**src/rtl/spi_pkg.sv**
```systemverilog
// rtl/spi_pkg.sv - state encoding and constants shared by the SPI transaction arbiter
package spi_pkg;

  typedef enum logic [2:0] {
    IDLE    = 3'd0,
    START   = 3'd1,
    SHIFT   = 3'd2,
    CAPTURE = 3'd3,
    GAP     = 3'd4
  } state_e;

  localparam int SPI_BITS = 8;
  localparam logic [1:0] SLAVE_INVALID = 2'b11;

  function automatic int wrap_inc(input int idx, input int n);
    return (idx + 1 >= n) ? 0 : idx + 1;
  endfunction

endpackage

```
**src/rtl/rr_picker.sv**
```systemverilog
// rtl/rr_picker.sv - round-robin find-first-set over req, starting at ptr and wrapping
module rr_picker #(
  parameter int NUM_REQ = 3,
  parameter int PTR_W   = $clog2(NUM_REQ)
) (
  input  logic [NUM_REQ-1:0] req,
  input  logic [PTR_W-1:0]   ptr,
  output logic [PTR_W-1:0]   winner,
  output logic               found
);

  // Walk from the farthest offset back to ptr so the nearest requester wins.
  always_comb begin
    found  = 1'b0;
    winner = '0;
    for (int k = NUM_REQ - 1; k >= 0; k--) begin
      if (req[(int'(ptr) + k) % NUM_REQ]) begin
        found  = 1'b1;
        winner = PTR_W'((int'(ptr) + k) % NUM_REQ);
      end
    end
  end

endmodule

```
**src/rtl/spi_txn_arbiter.sv**
```systemverilog
// rtl/spi_txn_arbiter.sv - round-robin sharing of one SPI master, one timed 8-bit transfer per grant
module spi_txn_arbiter
  import spi_pkg::*;
#(
  parameter int NUM_REQ    = 3,
  parameter int GAP_CYCLES = 2
) (
  input  logic                   clk,
  input  logic                   reset,
  input  logic [NUM_REQ-1:0]     req,
  input  logic [2*NUM_REQ-1:0]   req_slave,
  input  logic [8*NUM_REQ-1:0]   req_data,
  output logic [NUM_REQ-1:0]     gnt,
  output logic [NUM_REQ-1:0]     done,
  output logic [NUM_REQ-1:0]     err,
  output logic [7:0]             rx_data,
  output logic                   busy,
  output logic                   m_start,
  output logic [1:0]             m_slave_select,
  output logic [7:0]             m_data_to_send,
  input  logic [7:0]             m_data_received,
  output logic                   m_reset
);

  localparam int PTR_W = $clog2(NUM_REQ);
  localparam int CNT_W = 4;
  localparam logic [CNT_W-1:0] CNT_ONE    = CNT_W'(1);
  localparam logic [CNT_W-1:0] SHIFT_LAST = CNT_W'(SPI_BITS - 1);
  localparam logic [CNT_W-1:0] GAP_LAST   = CNT_W'((GAP_CYCLES > 0) ? GAP_CYCLES - 1 : 0);

  state_e               state_q, state_d;
  logic [PTR_W-1:0]     rr_ptr_q, rr_ptr_d;
  logic [PTR_W-1:0]     owner_q, owner_d;
  logic [CNT_W-1:0]     cnt_q, cnt_d;
  logic [NUM_REQ-1:0]   gnt_q, gnt_d;
  logic [NUM_REQ-1:0]   done_q, done_d;
  logic [NUM_REQ-1:0]   err_q, err_d;
  logic [7:0]           rx_data_q, rx_data_d;
  logic                 busy_q, busy_d;
  logic                 m_start_q, m_start_d;
  logic [1:0]           m_slave_select_q, m_slave_select_d;
  logic [7:0]           m_data_to_send_q, m_data_to_send_d;

  logic [NUM_REQ-1:0]   pick_req;
  logic [PTR_W-1:0]     pick_winner;
  logic                 pick_found;
  logic [PTR_W-1:0]     pick_next;
  logic [NUM_REQ-1:0]   pick_onehot;
  logic [1:0]           pick_slave;
  logic [7:0]           pick_data;

  // A requester that was just rejected still shows req for one cycle; mask it.
  assign pick_req = req & ~err_q;

  rr_picker #(
    .NUM_REQ (NUM_REQ),
    .PTR_W   (PTR_W)
  ) u_rr_picker (
    .req    (pick_req),
    .ptr    (rr_ptr_q),
    .winner (pick_winner),
    .found  (pick_found)
  );

  assign pick_next   = PTR_W'(wrap_inc(int'(pick_winner), NUM_REQ));
  assign pick_onehot = NUM_REQ'(1) << pick_winner;
  assign pick_slave  = req_slave[2*pick_winner +: 2];
  assign pick_data   = req_data[8*pick_winner +: 8];

  always_comb begin
    state_d          = state_q;
    rr_ptr_d         = rr_ptr_q;
    owner_d          = owner_q;
    cnt_d            = cnt_q;
    gnt_d            = '0;
    done_d           = '0;
    err_d            = '0;
    rx_data_d        = rx_data_q;
    busy_d           = busy_q;
    m_start_d        = 1'b0;
    m_slave_select_d = m_slave_select_q;
    m_data_to_send_d = m_data_to_send_q;
    unique case (state_q)
      IDLE: begin
        busy_d = 1'b0;
        if (pick_found) begin
          rr_ptr_d = pick_next;
          if (pick_slave == SLAVE_INVALID) begin
            err_d = pick_onehot;
          end else begin
            gnt_d            = pick_onehot;
            owner_d          = pick_winner;
            m_start_d        = 1'b1;
            m_slave_select_d = pick_slave;
            m_data_to_send_d = pick_data;
            busy_d           = 1'b1;
            state_d          = START;
          end
        end
      end
      START: begin
        cnt_d   = CNT_ONE;
        state_d = SHIFT;
      end
      // The master has no done flag, so the transfer length is timed here.
      SHIFT: begin
        cnt_d = cnt_q + CNT_ONE;
        if (cnt_q == SHIFT_LAST) begin
          state_d = CAPTURE;
        end
      end
      CAPTURE: begin
        rx_data_d = m_data_received;
        done_d    = NUM_REQ'(1) << owner_q;
        cnt_d     = '0;
        if (GAP_CYCLES == 0) begin
          state_d = IDLE;
          busy_d  = 1'b0;
        end else begin
          state_d = GAP;
        end
      end
      GAP: begin
        if (cnt_q == GAP_LAST) begin
          cnt_d   = '0;
          state_d = IDLE;
          busy_d  = 1'b0;
        end else begin
          cnt_d = cnt_q + CNT_ONE;
        end
      end
      default: begin
        state_d = IDLE;
      end
    endcase
  end

  always_ff @(posedge clk or negedge reset) begin
    if (!reset) begin
      state_q          <= IDLE;
      rr_ptr_q         <= '0;
      owner_q          <= '0;
      cnt_q            <= '0;
      gnt_q            <= '0;
      done_q           <= '0;
      err_q            <= '0;
      rx_data_q        <= '0;
      busy_q           <= 1'b0;
      m_start_q        <= 1'b0;
      m_slave_select_q <= '0;
      m_data_to_send_q <= '0;
    end else begin
      state_q          <= state_d;
      rr_ptr_q         <= rr_ptr_d;
      owner_q          <= owner_d;
      cnt_q            <= cnt_d;
      gnt_q            <= gnt_d;
      done_q           <= done_d;
      err_q            <= err_d;
      rx_data_q        <= rx_data_d;
      busy_q           <= busy_d;
      m_start_q        <= m_start_d;
      m_slave_select_q <= m_slave_select_d;
      m_data_to_send_q <= m_data_to_send_d;
    end
  end

  assign gnt            = gnt_q;
  assign done           = done_q;
  assign err            = err_q;
  assign rx_data        = rx_data_q;
  assign busy           = busy_q;
  assign m_start        = m_start_q;
  assign m_slave_select = m_slave_select_q;
  assign m_data_to_send = m_data_to_send_q;
  assign m_reset        = ~reset;

endmodule

```
**config.mk**
```make
export PLATFORM = sky130hd
export DESIGN_NAME = spi_txn_arbiter
export DESIGN_NICKNAME = d
export VERILOG_FILES = /design/src/rtl/spi_pkg.sv /design/src/rtl/rr_picker.sv /design/src/rtl/spi_txn_arbiter.sv
export SDC_FILE = /design/constraint.sdc
export NUM_CORES = 1
export LEC_CHECK = 0
export ABC_AREA = 1
export BUFFER_PORTS_ARGS = -buffer_cell sky130_fd_sc_hd__buf_2
export CORE_ASPECT_RATIO = 1.75
export CORE_MARGIN = 8
export CORE_UTILIZATION = 49
export CTS_CLUSTER_SIZE = 14
export DETAILED_ROUTE_END_ITERATION = 10
export GPL_ROUTABILITY_DRIVEN = 0
export GPL_TIMING_DRIVEN = 0
export PLACE_DENSITY = 0.9
export SYNTH_ARGS = -nofsm -noshare
export SYNTH_HDL_FRONTEND = slang
export SYNTH_SLANG_ARGS = --single-unit
```
**constraint.sdc**
```tcl
create_clock -name clk -period 2.4 [get_ports clk]
set_input_delay 0.24 -clock clk [delete_from_list [all_inputs] [get_ports clk]]
set_output_delay 0.24 -clock clk [all_outputs]
set_load 0.02 [all_outputs]
```
==> results.ini <==
[sta]
fin_crit_sh_pct=92.5
fmax_mhz=451
worstMarginPinSlew_ns=0.883
setup_violations=0
fin_ws_ns=0.181
period_needed_ns=2.22
slew_headroom_pct=41.1
finalSetupTns_ns=0
finalMaxSlewViolations=0
fin_worst_skew_ns=0.00587
hold_slack_ns=0.0534
hold_viol=0

[drt]
vias=1892
ant_nets=0
dr.pass1.iters=4
routed_wl_mm=5.41
vias_per_cell=5.16
routedWlPerCell_um=14.7
dr.first_iter.drc_count=84
drc=0

[synthesis]
ys_seq_area_share_pct=48.9
ys_seq_elements=40
synth_edf_count=0
syn_area_mm2=0.00205
syn_inst=238
synth_fp_nets=285
yosys_warnings=0
synth-async-reset-ratio_pct=100
synth_area_per_cell_um2=8.60
synth_flop_cell=dfrtp_1
synth_cell_type_count=30

[finish]
layout.cells.non_filler=367
fin_area_mm2=0.00261
nNetsFinal=364
n_fill_cell=328
area_growth_pct=27.5
n_antenna_cell=0
final_util_pct=64.1
regArea_mm2=0.00100
drive_above_1_share_pct=36.5
multi_input_comb_area_um2=917

[floorplan]
ios=73
start_util_pct=50.3
fp.dieW_um=64.9
core_mm2=0.00407
rows=31
die_height_um=102
dieArea_mm2=0.00658

[grt]
grt_pass1_wl_mm=8.89
grt_max_degree=42
grt_antenna_before_repair=0
overflow=0
grt_util_all_layers_pct=17.2
grt_pass1_vias=2046

[job]
drv_cap=0

[power]
pwr-share-seq_pct=25.8
power.static_leakage_nw=1.43
intPower_mw=2.20
power.density_mw_per_mm2=1670
p_comb_share_pct=61.3
clkPwrFrac_pct=12.9
total_power_mw=4.36
swShare_pct=49.5
power_switching_mw=2.16
ir_worst_vdd_mv=1.31

[cts]
clock_latency_ns=0.30
clkSinkCount=40
post_cts_buffers=0
clk_pin_slew_ns=0.08
cts_buffers=5
cts_tree=built
htree_levels=2
cts_root_buf=clkbuf_8
max-clock-path-buffers=2

[placed_design]
hpwl_mm=4.07
post-place-ws_ns=0.153
post_dp_cell_area_mm2=0.00247
port_buffers=72
placed_cells=359

[worst_setup_path]
worstPathMaxFanout=10
cp-end-kind=flop
startpoint_type=flop
crit_arrival_ns=2.40
cp_data_required_time_ns=2.58
crit_type=reg -> reg

[run_status]
status=finished clean

[worst_hold_path]
hold_class=in -> async

[flip-flops by register name, indices dropped and copies added (netlist names), 3 cells and up]
| signal | count |
|---|---|
| cnt_q | 4 |
| state_q | 3 |
| m_data_to_send | 8 |
| gnt | 3 |
| done | 3 |
| rx_data | 8 |
| err | 3 |
[synthesized netlist by cell type, types with 2 or more instances]
cell / count / area, um^2
nand2_2: 4 / 25.0
nand4_1: 2 / 12.5
a21oi_1: 18 / 90.1
buf_2: 2 / 10.0
nand3_1: 16 / 80.1
nor2_1: 12 / 45.0
o21ai_2: 2 / 17.5
inv_2: 2 / 7.51
o21ai_1: 7 / 35.0
ha_1: 4 / 50.1
inv_1: 26 / 97.6
nand3b_1: 2 / 15.0
nor3_2: 2 / 20.0
buf_6: 2 / 22.5
nand3_2: 4 / 40.0
dfrtp_1: 40 / 1000
o21ai_0: 6 / 30.0
nor3_1: 5 / 25.0
nand2_1: 61 / 229
mux2_2: 8 / 90.1
nand2_4: 3 / 33.8
o22ai_1: 2 / 12.5
[power by group through the flow]
stage	Clock (mW)	Sequential, mW	Combinational [mW]
2_1_floorplan	0	1.36	1.67
3_3_place_gp	0	1.12	2.49
3_5_place_dp	0	1.13	2.59
4_1_cts	0.567	1.12	2.61
5_1_grt	0.599	1.16	2.97
6_report	0.561	1.13	2.67
[cell type report]
type,count,area share [%]
clock buffer,5,2.64
tap,49,2.35
buffer,6,1.53
multi-input combinational,163,35.1
inverter,29,4.41
sequential,40,38.4
timing repair buffer,72,13.8
clock inverter,3,1.77
[cells in the final DEF (no fill, tap or decap), drive strengths merged]
| cell type | n |
|---|---|
| mux2 | 8 |
| o21ai | 15 |
| nor3 | 7 |
| nand3b | 2 |
| dfrtp | 40 |
| bufinv | 1 |
| or2 | 1 |
| xor2 | 1 |
| o22ai | 2 |
| clkbuf | 6 |
| ha | 4 |
| nand2 | 68 |
| buf | 77 |
| a21oi | 18 |
| inv | 29 |
| nand4 | 2 |
| a211oi | 1 |
| clkinvlp | 2 |
| nand3 | 21 |
| nor2 | 13 |
[routing by layer]
| layer | vias to the layer above | share of wire (%) | global-route usage [%] |
|---|---|---|---|
| met5 | - | 0 | 0 |
| met4 | 0 | 2.1 | 7.77 |
| met2 | 77 | 57 | 32.2 |
| met1 | 877 | 35 | 16.6 |
| met3 | 10 | 5.2 | 4.98 |
| li1 | 928 | - | - |
[repair_timing]
action,in CTS,in global routing
endpoints found under the hold margin,0,0
resized for setup,0,5
hold buffers,0,0
endpoints found under the setup margin,0,16
[cells by family after synthesis]
| family | Yosys count | share of synthesized area [%] |
|---|---|---|
| XOR/XNOR | 1 | 0.428 |
| adder cells (fa/ha/maj) | 4 | 2.45 |
| AO/OA/AOI/OAI | 36 | 9.41 |
| buffers and inverters | 35 | 7.27 |
| multiplexers | 8 | 4.40 |
| AND/OR/NAND/NOR | 114 | 27.1 |
| flip-flops | 40 | 48.9 |
[path summary, 6_finish.rpt]
path | start | endpoint | slack [ns] | cells after the start
worst min register to register | owner_q[1] | done[0] | 0.47 | 1
worst min-delay path | reset | rx_data[2] | 0.05 | 1
worst max-delay path | rr_ptr_q[0] | busy | 0.18 | 15
max in group asynchronous | reset | done[2] | 1.79 | 1
worst max register to register | rr_ptr_q[0] | busy | 0.18 | 15
min in group clk | m_data_received[2] | rx_data[2] | 0.17 | 2
[critical path, cell delays in order, from the launching register on]
cell and delay (ns):
dfrtp_1 0.39, inv_1 0.13, ha_4 0.24, inv_1 0.11
nand3_1 0.13, nand2_1 0.10, nand2_1 0.06, nand2_2 0.07
nand2_4 0.11, inv_4 0.12, nand2_2 0.06, nand3_2 0.11
nand3_4 0.11, nand2_4 0.13, buf_6 0.15, o21ai_0 0.09
No activity file was read; power rests on OpenSTA's default activity.
